===== src/rtl/pc_pkg.sv =====
// Shared types and default constants for the program-counter unit.
// Latency: none (declarations only).
// Backpressure: not applicable.
package pc_pkg;

    localparam int          XLEN_DEF         = 32;
    localparam logic [31:0] RESET_VECTOR_DEF = 32'h0000_0000;
    localparam logic [31:0] TRAP_VECTOR_DEF  = 32'h0000_0100;
    localparam bit          C_EXT_DEF        = 1'b0;

    typedef enum logic [3:0] {
        BR_NONE = 4'd0,
        BR_JAL  = 4'd1,
        BR_JALR = 4'd2,
        BR_BEQ  = 4'd3,
        BR_BNE  = 4'd4,
        BR_BLT  = 4'd5,
        BR_BGE  = 4'd6,
        BR_BLTU = 4'd7,
        BR_BGEU = 4'd8
    } branch_t;

    typedef enum logic [1:0] {
        ST_BOOT = 2'd0,
        ST_RUN  = 2'd1,
        ST_TRAP = 2'd2
    } pc_state_t;

endpackage


===== src/rtl/pc_unit_branch_eval.sv =====
// Branch-taken decision from branch type and ALU compare flags.
// Latency: purely combinational.
// Backpressure: none; the caller decides when the result is consumed.
// Ports: branch_type (4-bit code), alu_zero/alu_neg/alu_ltu flags -> taken.
module branch_eval
    import pc_pkg::*;
(
    input  logic [3:0] branch_type,
    input  logic       alu_zero,
    input  logic       alu_neg,
    input  logic       alu_ltu,
    output logic       taken
);

    always_comb begin
        taken = 1'b0;
        case (branch_t'(branch_type))
            BR_JAL, BR_JALR: taken = 1'b1;
            BR_BEQ:          taken = alu_zero;
            BR_BNE:          taken = ~alu_zero;
            BR_BLT:          taken = alu_neg;
            BR_BGE:          taken = ~alu_neg;
            BR_BLTU:         taken = alu_ltu;
            BR_BGEU:         taken = ~alu_ltu;
            // NONE and any unassigned code fall through as not taken
            default:         taken = 1'b0;
        endcase
    end

endmodule


===== src/rtl/pc_unit.sv =====
// Program counter with branch/jump sequencing and misaligned-target trap.
// Latency: next PC registered one cycle after a fire; trap pulse lasts one cycle.
// Backpressure: PC and state hold while stall=1 or pc_ready=0 in RUN.
// Ports: clk/rst; pc_ready, stall, is_compressed, branch_type, offset,
//        target_pc, alu flags in; pc, pc_valid, return_pc, trap_valid,
//        trap_addr out.
module pc_unit
    import pc_pkg::*;
#(
    parameter int               XLEN         = XLEN_DEF,
    parameter logic [XLEN-1:0]  RESET_VECTOR = XLEN'(RESET_VECTOR_DEF),
    parameter logic [XLEN-1:0]  TRAP_VECTOR  = XLEN'(TRAP_VECTOR_DEF),
    parameter bit               C_EXT        = C_EXT_DEF
) (
    input  logic            clk,
    input  logic            rst,
    input  logic            pc_ready,
    input  logic            stall,
    input  logic            is_compressed,
    input  logic [3:0]      branch_type,
    input  logic [XLEN-1:0] offset,
    input  logic [XLEN-1:0] target_pc,
    input  logic            alu_zero,
    input  logic            alu_neg,
    input  logic            alu_ltu,
    output logic [XLEN-1:0] pc,
    output logic            pc_valid,
    output logic [XLEN-1:0] return_pc,
    output logic            trap_valid,
    output logic [XLEN-1:0] trap_addr
);

    pc_state_t       state_q, state_d;
    logic [XLEN-1:0] pc_q, pc_d;
    logic [XLEN-1:0] trap_addr_q, trap_addr_d;

    logic [XLEN-1:0] inc;
    logic [XLEN-1:0] target;
    logic            taken;
    logic            is_jalr;
    logic            misaligned;
    logic            fire;

    branch_eval u_branch_eval (
        .branch_type (branch_type),
        .alu_zero    (alu_zero),
        .alu_neg     (alu_neg),
        .alu_ltu     (alu_ltu),
        .taken       (taken)
    );

    assign inc     = (C_EXT && is_compressed) ? XLEN'(2) : XLEN'(4);
    assign is_jalr = (branch_type == BR_JALR);

    // JALR clears bit0 of its target, so the C_EXT bit0 check can never
    // fire for it; only the C_EXT=0 bit1 check matters for JALR.
    always_comb begin
        target = pc_q + inc;
        if (taken) begin
            target = is_jalr ? {target_pc[XLEN-1:1], 1'b0} : (pc_q + offset);
        end
    end

    assign misaligned = taken && (C_EXT ? target[0] : target[1]);

    assign pc         = pc_q;
    assign pc_valid   = (state_q == ST_RUN);
    assign trap_valid = (state_q == ST_TRAP);
    assign trap_addr  = trap_addr_q;
    assign return_pc  = pc_q + inc;
    assign fire       = pc_valid & pc_ready & ~stall;

    always_comb begin
        state_d     = state_q;
        pc_d        = pc_q;
        trap_addr_d = trap_addr_q;
        case (state_q)
            ST_BOOT: state_d = ST_RUN;
            ST_RUN: begin
                if (fire) begin
                    if (misaligned) begin
                        pc_d        = TRAP_VECTOR;
                        trap_addr_d = target;
                        state_d     = ST_TRAP;
                    end else begin
                        pc_d = target;
                    end
                end
            end
            // Trap cycle ignores every input and always resumes fetching.
            ST_TRAP: state_d = ST_RUN;
            default: state_d = ST_BOOT;
        endcase
    end

    always_ff @(posedge clk) begin
        if (rst) begin
            state_q     <= ST_BOOT;
            pc_q        <= RESET_VECTOR;
            trap_addr_q <= '0;
        end else begin
            state_q     <= state_d;
            pc_q        <= pc_d;
            trap_addr_q <= trap_addr_d;
        end
    end

endmodule


===== config.mk =====
export PLATFORM = sky130hd
export DESIGN_NAME = pc_unit
export DESIGN_NICKNAME = d
export VERILOG_FILES = /design/src/rtl/pc_pkg.sv /design/src/rtl/pc_unit_branch_eval.sv /design/src/rtl/pc_unit.sv
export SDC_FILE = /design/constraint.sdc
export NUM_CORES = 1
export LEC_CHECK = 0
export CAP_MARGIN = 10
export CELL_PAD_IN_SITES_DETAIL_PLACEMENT = 2
export CELL_PAD_IN_SITES_GLOBAL_PLACEMENT = 2
export CORE_UTILIZATION = 26
export DETAILED_ROUTE_END_ITERATION = 6
export PLACE_DENSITY_LB_ADDON = 0.25
export SLEW_MARGIN = 20
export SYNTH_ARGS = -nofsm -noshare
export SYNTH_HDL_FRONTEND = slang
export SYNTH_SLANG_ARGS = --single-unit

===== constraint.sdc =====
create_clock -name clk -period 3.2 [get_ports clk]
set_input_delay 0.48 -clock clk [delete_from_list [all_inputs] [get_ports clk]]
set_output_delay 0.48 -clock clk [all_outputs]
set_load 0.05 [all_outputs]

==> impl_summary.txt, run 1 <==
----------------------------------------------------
[Floorplanning]
  Number of top-level pins ... 174
  Height of the die ... 144 µm
  Standard-cell row count ... 51
  Core outline area ... 19700 µm²
  Horiz. Die Dim ... 144 µm
  Starting Density ... 26.8%
  Overall die area ... 20900 µm²

[Detailed routing]
  Sum of routed wire length over all layers ... 27.2 mm
  First-pass DRT Iterations ... 4
  Drt first-iter violations ... 278
  Antenna-violating nets left ... 0
  # DRC ... 0
  Mean number of vias per cell ... 5.47
  Via count ... 6490
  Final routed wire length divided by cell count ... 23.0 µm

[STA]
  Share of the clock period used by the worst path ... 96.8%
  Number of failing setup endpoints in the final timing report ... 0
  Post-route clock skew ... 0.00684 ns
  Max-slew headroom at the worst pin ... 63.6%
  Fin worst setup slack ... 0.101 ns
  Worst Hold Margin ... 0.461 ns
  Worst Tran Pin Value ... 0.543 ns
  Unrepaired setup endpoints after global routing ... no
  Max frequency ... 323 MHz
  Clock period minus worst slack ... 3.10 ns
  Final Max Slew Viols ... 0
  Hold Fails Final Rpt ... 0

[Worst setup path]
  Worst flop-to-flop path endpoint ... trap_addr[21]$_SDFFE_PP0P_
  Worst reg2reg path depth ... 12
  Startpoint kind of the worst setup timing path ... flop
  Largest stage delay on the critical path ... 0.86 ns
  Cell type of the slowest stage on the worst timing path ... clkdlybuf4s50_1
  Startpoint of the lowest-slack register-to-register path ... pc[6]$_SDFFE_PP0P_
  CP Max Fanout ... 5
  CP Launch Point ... pc[6]$_SDFFE_PP0P_
  Critical Path, Cell by Cell ... and3_1 > nand4_1 > nor2_1 > xor2_1 > clkdlybuf4s50_1
  R2R Setup Slk ... 0.21 ns
  Capturing element type of the critical path ... primary output
  Data required time of the critical path ... 2.72 ns
  Category of the critical setup timing path ... reg2out
  CP arrival ... 2.62 ns
  End of the critical path ... return_pc[9]

[Yosys]
  Largest cells by area after synthesis ... dfxtp_1 25%, ha_1 7.6%, nand2_1 5.8%
  Share of Yosys cell area claimed by the top area cell type ... 25.0%
  Cell type with the highest aggregate area in the netlist ... dfxtp_1
  Post-synth net total ... 804
  Post-synthesis average cell area ... 7.59 µm²
  Count of unique library cells instantiated by Yosys ... 76
  Asr flop ratio synth ... 0%
  Yosys reg bits ... 66
  Count of flip-flops with a built-in enable after synthesis ... 0
  Share of the yosys chip area belonging to registers ... 25.0%
  Most used DFF post-synth ... dfxtp_1
  Cell Area, Synth ... 5280 µm²
  Cell count after synthesis ... 695
  Warnings, synthesis ... 0

[Finish]
  Most frequent cells in the layout ... 149 x clkdlybuf4s50_1, 81 x nand2_1, 79 x buf_4
  Fraction of final layout cells sized beyond drive strength 1 ... 16.7%
  Most common cell after layout, fill and taps aside ... clkdlybuf4s50_1
  Layout-stage area growth over the synthesis result ... 58.0%
  Antenna cell count ... 0
  Share of the core filled with cells in the final layout ... 42.4%
  # nets final ... 1026

[Clock network]
  CTS tree ... built
  Depth of the CTS H-tree ... 3
  Num CTS Buffers ... 9
  Number of buffers between clock root and the deepest sink ... 2
  Total number of clock tree sinks ... 66
  Worst skew pair latency ... 0.34 ns
  Hold_buf cts ... 0
  CTS root buffer ... clkbuf_16
  Clock slew seen by the registers of the worst setup and hold paths ... 0.06 ns

[Placed design]
  Number of port buffers ... 171
  HPWL after detailed placement ... 22.0 mm
  Setup slack after placement ... -0.432 ns
  Final Wtd Congestion ... 0.946

[Run status]
  Status ... completed

[Global route]
  Pin count of the biggest net entering global routing ... 36
  All-layer global routing usage ... 26.4%
  Global-route wire length before repair ... 40.9 mm
  Via count of the first global-routing pass ... 7282
  Leftover overflow at the end of global routing ... 0
  Number of antenna violations at the first check in global routing ... 0

[Worst hold path]
  Hold path start ... trap_addr[23]$_SDFFE_PP0P_
  Worst min-delay path class ... reg2reg

[Job]
  Reported max-cap violation count ... 0

[Power]
  Total power density per cell area ... 342 nW/µm²
  VDD IR-drop max ... 0.264 mV
  Pleak ... 0.00333 µW

----------------------------------------------------
registers in the layout, summed over array words and instances (netlist names):
register   count
trap_addr     32
pc            32
state_q        2
per-layer routing:
metal	up-vias	GRT usage [%]	part of all wire (%)
met5	-	0	0
li1	3009	-	-
met4	0	12.2	3.9
met2	218	49.6	52
met1	3213	28.8	40
met3	50	3.94	4.5
cells in the mapped netlist, types with 4 or more instances:
cell type,instances
a211oi_1,17
a21o_1,13
a21oi_1,53
a22oi_1,5
a311oi_1,4
a31oi_1,9
a32oi_1,4
and2_1,4
and3_1,7
buf_2,6
clkbuf_1,24
dfxtp_1,66
ha_1,32
inv_1,19
mux2i_1,9
nand2_1,81
nand2b_1,4
nand3_1,29
nand4_1,6
nor2_1,71
nor2b_1,6
nor3_1,11
nor3_2,4
nor4_1,4
o211ai_1,7
o21a_1,7
o21ai_0,31
o21ai_1,15
o21bai_1,5
o221ai_1,4
o22ai_1,7
o31a_1,4
o31ai_1,6
or3_1,6
xnor2_1,31
xor2_1,15
through the flow:
stage               instances  total power, µW  setup TNS, ns  instance area, µm²
finish                   1187             2850              0                8340
global route             1187             2960              0                8340
CTS                      1186             2870        -0.0333                8300
detailed placement       1170             1680          -5.70                7930
global placement         1170             1650          -3.68                7930
floorplan                 695             1290              0                5310
what timing repair did:
item | 4_1_cts | 5_1_grt
buffers inserted | 0 | 1
pin swaps | 0 | 2
setup endpoints to repair | 5 | 13
gates resized for setup | 3 | 11
cells by family (layout without fill, tap and decap cells):
| logic type | after synthesis | after routing | synth area share [%] |
|---|---|---|---|
| compound gates | 231 | 231 | 30.1 |
| xor+xnor | 46 | 46 | 7.64 |
| fa+ha+maj | 33 | 33 | 7.97 |
| buf+inv | 54 | 281 | 4.13 |
| flops | 66 | 66 | 25.0 |
| mux | 11 | 11 | 2.21 |
| simple gates | 254 | 254 | 22.9 |
how the worst min path moves through the flow:
stage / cells past startpoint / slack [ns] / endpoint
3_3_place_gp: 2 / 0.45 / trap_addr[23]$_SDFFE_PP0P_
6_report: 2 / 0.46 / trap_addr[23]$_SDFFE_PP0P_
2_1_floorplan: 2 / 0.48 / state_q[0]$_SDFFE_PP0P_
5_1_grt: 2 / 0.48 / trap_addr[19]$_SDFFE_PP0P_
4_1_cts: 2 / 0.46 / trap_addr[23]$_SDFFE_PP0P_
3_5_place_dp: 2 / 0.45 / trap_addr[23]$_SDFFE_PP0P_
report_power, final:
part           total [µW]  internal (µW)  switching [µW]  leakage [µW]
logic                 805            338             467       0.00263
clock network        1180            783             394      0.000165
registers             870            842            28.9      0.000535
worst max-delay path, delay by kind of cell (launching register included):
kind | cells | cell delay [ns]
xor+xnor | 1 | 0.28
buf+inv | 1 | 0.86
flops | 1 | 0.49
simple gates | 3 | 0.64
final cells by class:
class | instances | area (µm²)
multi-input cells | 575 | 3820
inverters | 19 | 71.3
clock buffers | 10 | 239
flip-flops and latches | 66 | 1330
clock inverters | 6 | 114
fillers | 2238 | 11300
well taps | 265 | 332
repair buffers | 246 | 2440
Power figures use the tool's default switching activity.
==> run 2: changes to the inputs <==
Settings changed: CORE_MARGIN set to 10.
==> impl_summary.txt, run 2 (synthesized netlist as in run 1, its figures left out) <==
----------------------------------------------------
[STA]
  Final Max Slew Viols ... 0
  Post-route setup TNS ... 0 ns
  Number of failing setup endpoints in the final timing report ... 0
  Post-route clock skew ... 0.00613 ns
  Hold Fails Final Rpt ... 0
  Share of the clock period used by the worst path ... 96.4%
  Fin worst setup slack ... 0.115 ns
  Worst Hold Margin ... 0.464 ns
  Clock period minus worst slack ... 3.08 ns
  Worst Tran Pin Value ... 0.557 ns
  Max-slew headroom at the worst pin ... 62.5%
  Unrepaired setup endpoints after global routing ... yes
  Max frequency ... 324 MHz

[Worst setup path]
  Critical Path, Cell by Cell ... buf_4 > and3_1 > nand4_1 > or2_4 > inv_1 > nand4_1 > xnor2_1 > buf_12
  Total buffers and inverters traversed by the critical path ... 3
  R2R Setup Slk ... 0.35 ns
  CP Max Fanout ... 4
  CP arrival ... 2.60 ns
  Data required time of the critical path ... 2.72 ns
  CP delay by family, top ... simple AND/OR/NAND/NOR gates
  Crit path top cell by count ... nand4_1
  Cell type of the slowest stage on the worst timing path ... dfxtp_1
  Capturing element type of the critical path ... primary output
  Largest stage delay on the critical path ... 0.43 ns
  Category of the critical setup timing path ... reg2out
  Startpoint kind of the worst setup timing path ... flop

[Detailed routing]
  Sum of routed wire length over all layers ... 28.5 mm
  # DRC ... 0
  Mean number of vias per cell ... 5.39
  Via count ... 6425
  Antenna-violating nets left ... 0
  Final routed wire length divided by cell count ... 23.9 µm
  Drt first-iter violations ... 354
  First-pass DRT Iterations ... 4

[Floorplanning]
  Starting Density ... 26.2%
  Core outline area ... 20100 µm²
  Horiz. Die Dim ... 162 µm
  Height of the die ... 162 µm
  Number of top-level pins ... 174
  Overall die area ... 26400 µm²
  Standard-cell row count ... 52

[Power]
  Internal power ... 1880 µW
  Proportion of power drawn by combinational gates ... 29.1%
  Total power density per cell area ... 333 nW/µm²
  Switching Fraction ... 32.2%
  Clk pwr share ... 39.5%
  Register share of total power ... 31.4%
  Pleak ... 0.00334 µW
  VDD IR-drop max ... 0.284 mV
  Switching power summed over all nets ... 893 µW

[Global route]
  All-layer global routing usage ... 20.9%
  Global route hottest layer ... met2
  Pin count of the biggest net entering global routing ... 41
  Global-route wire length before repair ... 43.4 mm
  Via count of the first global-routing pass ... 7318
  Leftover overflow at the end of global routing ... 0
  Number of antenna violations at the first check in global routing ... 0
  Met3 Use GR ... 5.11%
  Met1 demand-to-capacity share in global routing ... 22.9%
  Met2 track demand over resource in global routing ... 38.4%

[Clock network]
  CTS tree ... built
  Number of buffers between clock root and the deepest sink ... 2
  Clock slew seen by the registers of the worst setup and hold paths ... 0.06 ns
  Depth of the CTS H-tree ... 3
  CTS root buffer ... clkbuf_16
  Hold_buf cts ... 0
  Worst skew pair latency ... 0.35 ns
  Num CTS Buffers ... 9
  Total number of clock tree sinks ... 66

[Finish]
  Fraction of final layout cells sized beyond drive strength 1 ... 17.4%
  Area used by multi-input combinational logic ... 3850 µm²
  Antenna cell count ... 0
  Most common cell after layout, fill and taps aside ... clkdlybuf4s50_1
  Post-layout instance count excluding filler cells ... 1192
  Most frequent cells in the layout ... 148 x clkdlybuf4s50_1, 81 x nand2_1, 79 x buf_4
  Fill cells ... 2245
  Sequential standard cell area ... 1330 µm²
  Layout-stage area growth over the synthesis result ... 58.2%
  # nets final ... 1026
  Design Area, Final ... 8340 µm²

[Run status]
  Status ... completed

[Placed design]
  HPWL after detailed placement ... 23.0 mm
  Number of port buffers ... 171
  Final Wtd Congestion ... 0.900
  Total cell area at the placement stage ... 7940 µm²
  Setup slack after placement ... -0.420 ns
  Placed cells ... 1175

[Job]
  Reported max-cap violation count ... 0

[Worst hold path]
  Worst min-delay path class ... reg2reg

----------------------------------------------------
==> run 2: power groups by stage <==
| stage | Sequential (µW) | Combinational (µW) | Clock (µW) |
|---|---|---|---|
| floorplan | 941 | 350 | 0 |
| global placement | 888 | 775 | 0 |
| detailed placement | 888 | 800 | 0 |
| CTS | 871 | 807 | 1120 |
| global route | 873 | 865 | 1160 |
| finish | 871 | 809 | 1100 |
==> run 2: area by class of cell <==
class / instances / area share [%]
clock inverter: 5 / 0.930
sequential: 66 / 15.9
timing repair buffer: 246 / 29.1
tap: 270 / 4.05
clock buffer: 11 / 2.91
multi-input combinational: 575 / 46.2
inverter: 19 / 0.855
==> run 2: what timing repair did <==
item	CTS	global route
endpoints found under the setup margin	10	21
pin swaps	0	2
buffers inserted	0	1
resized for setup	7	17
endpoints found under the hold margin	0	0
==> run 2: per-layer routing <==
metal | up-vias | share of wire (%)
met5 | - | 0
met3 | 32 | 6.1
met4 | 0 | 2.4
li1 | 3009 | -
met1 | 3197 | 40
met2 | 187 | 52
==> run 2: per-stage QoR <==
| stage | utilization [%] | total power (µW) |
|---|---|---|
| final | 41.5 | 2780 |
| after detailed placement | 39.5 | 1690 |
| after CTS | 41.1 | 2790 |
| after global placement | 39.5 | 1660 |
| after floorplan | - | 1290 |
| after global routing | 41.5 | 2890 |
==> run 2: final timing paths <==
path	endpoint	startpoint	depth (start not counted)
min	trap_addr[22]$_SDFFE_PP0P_	trap_addr[22]$_SDFFE_PP0P_	2
max reg2reg	trap_addr[23]$_SDFFE_PP0P_	pc[15]$_SDFFE_PP0P_	10
max	return_pc[19]	pc[4]$_SDFFE_PP0P_	8
min reg2reg	trap_addr[22]$_SDFFE_PP0P_	trap_addr[22]$_SDFFE_PP0P_	2
==> run 2: tightest hold or removal path, delay by kind of cell (launching register included) <==
kind | cells | cell delay, ns
DFF | 1 | 0.31
and+or+nand+nor | 1 | 0.06
AOI/OAI and AO/OA | 1 | 0.05
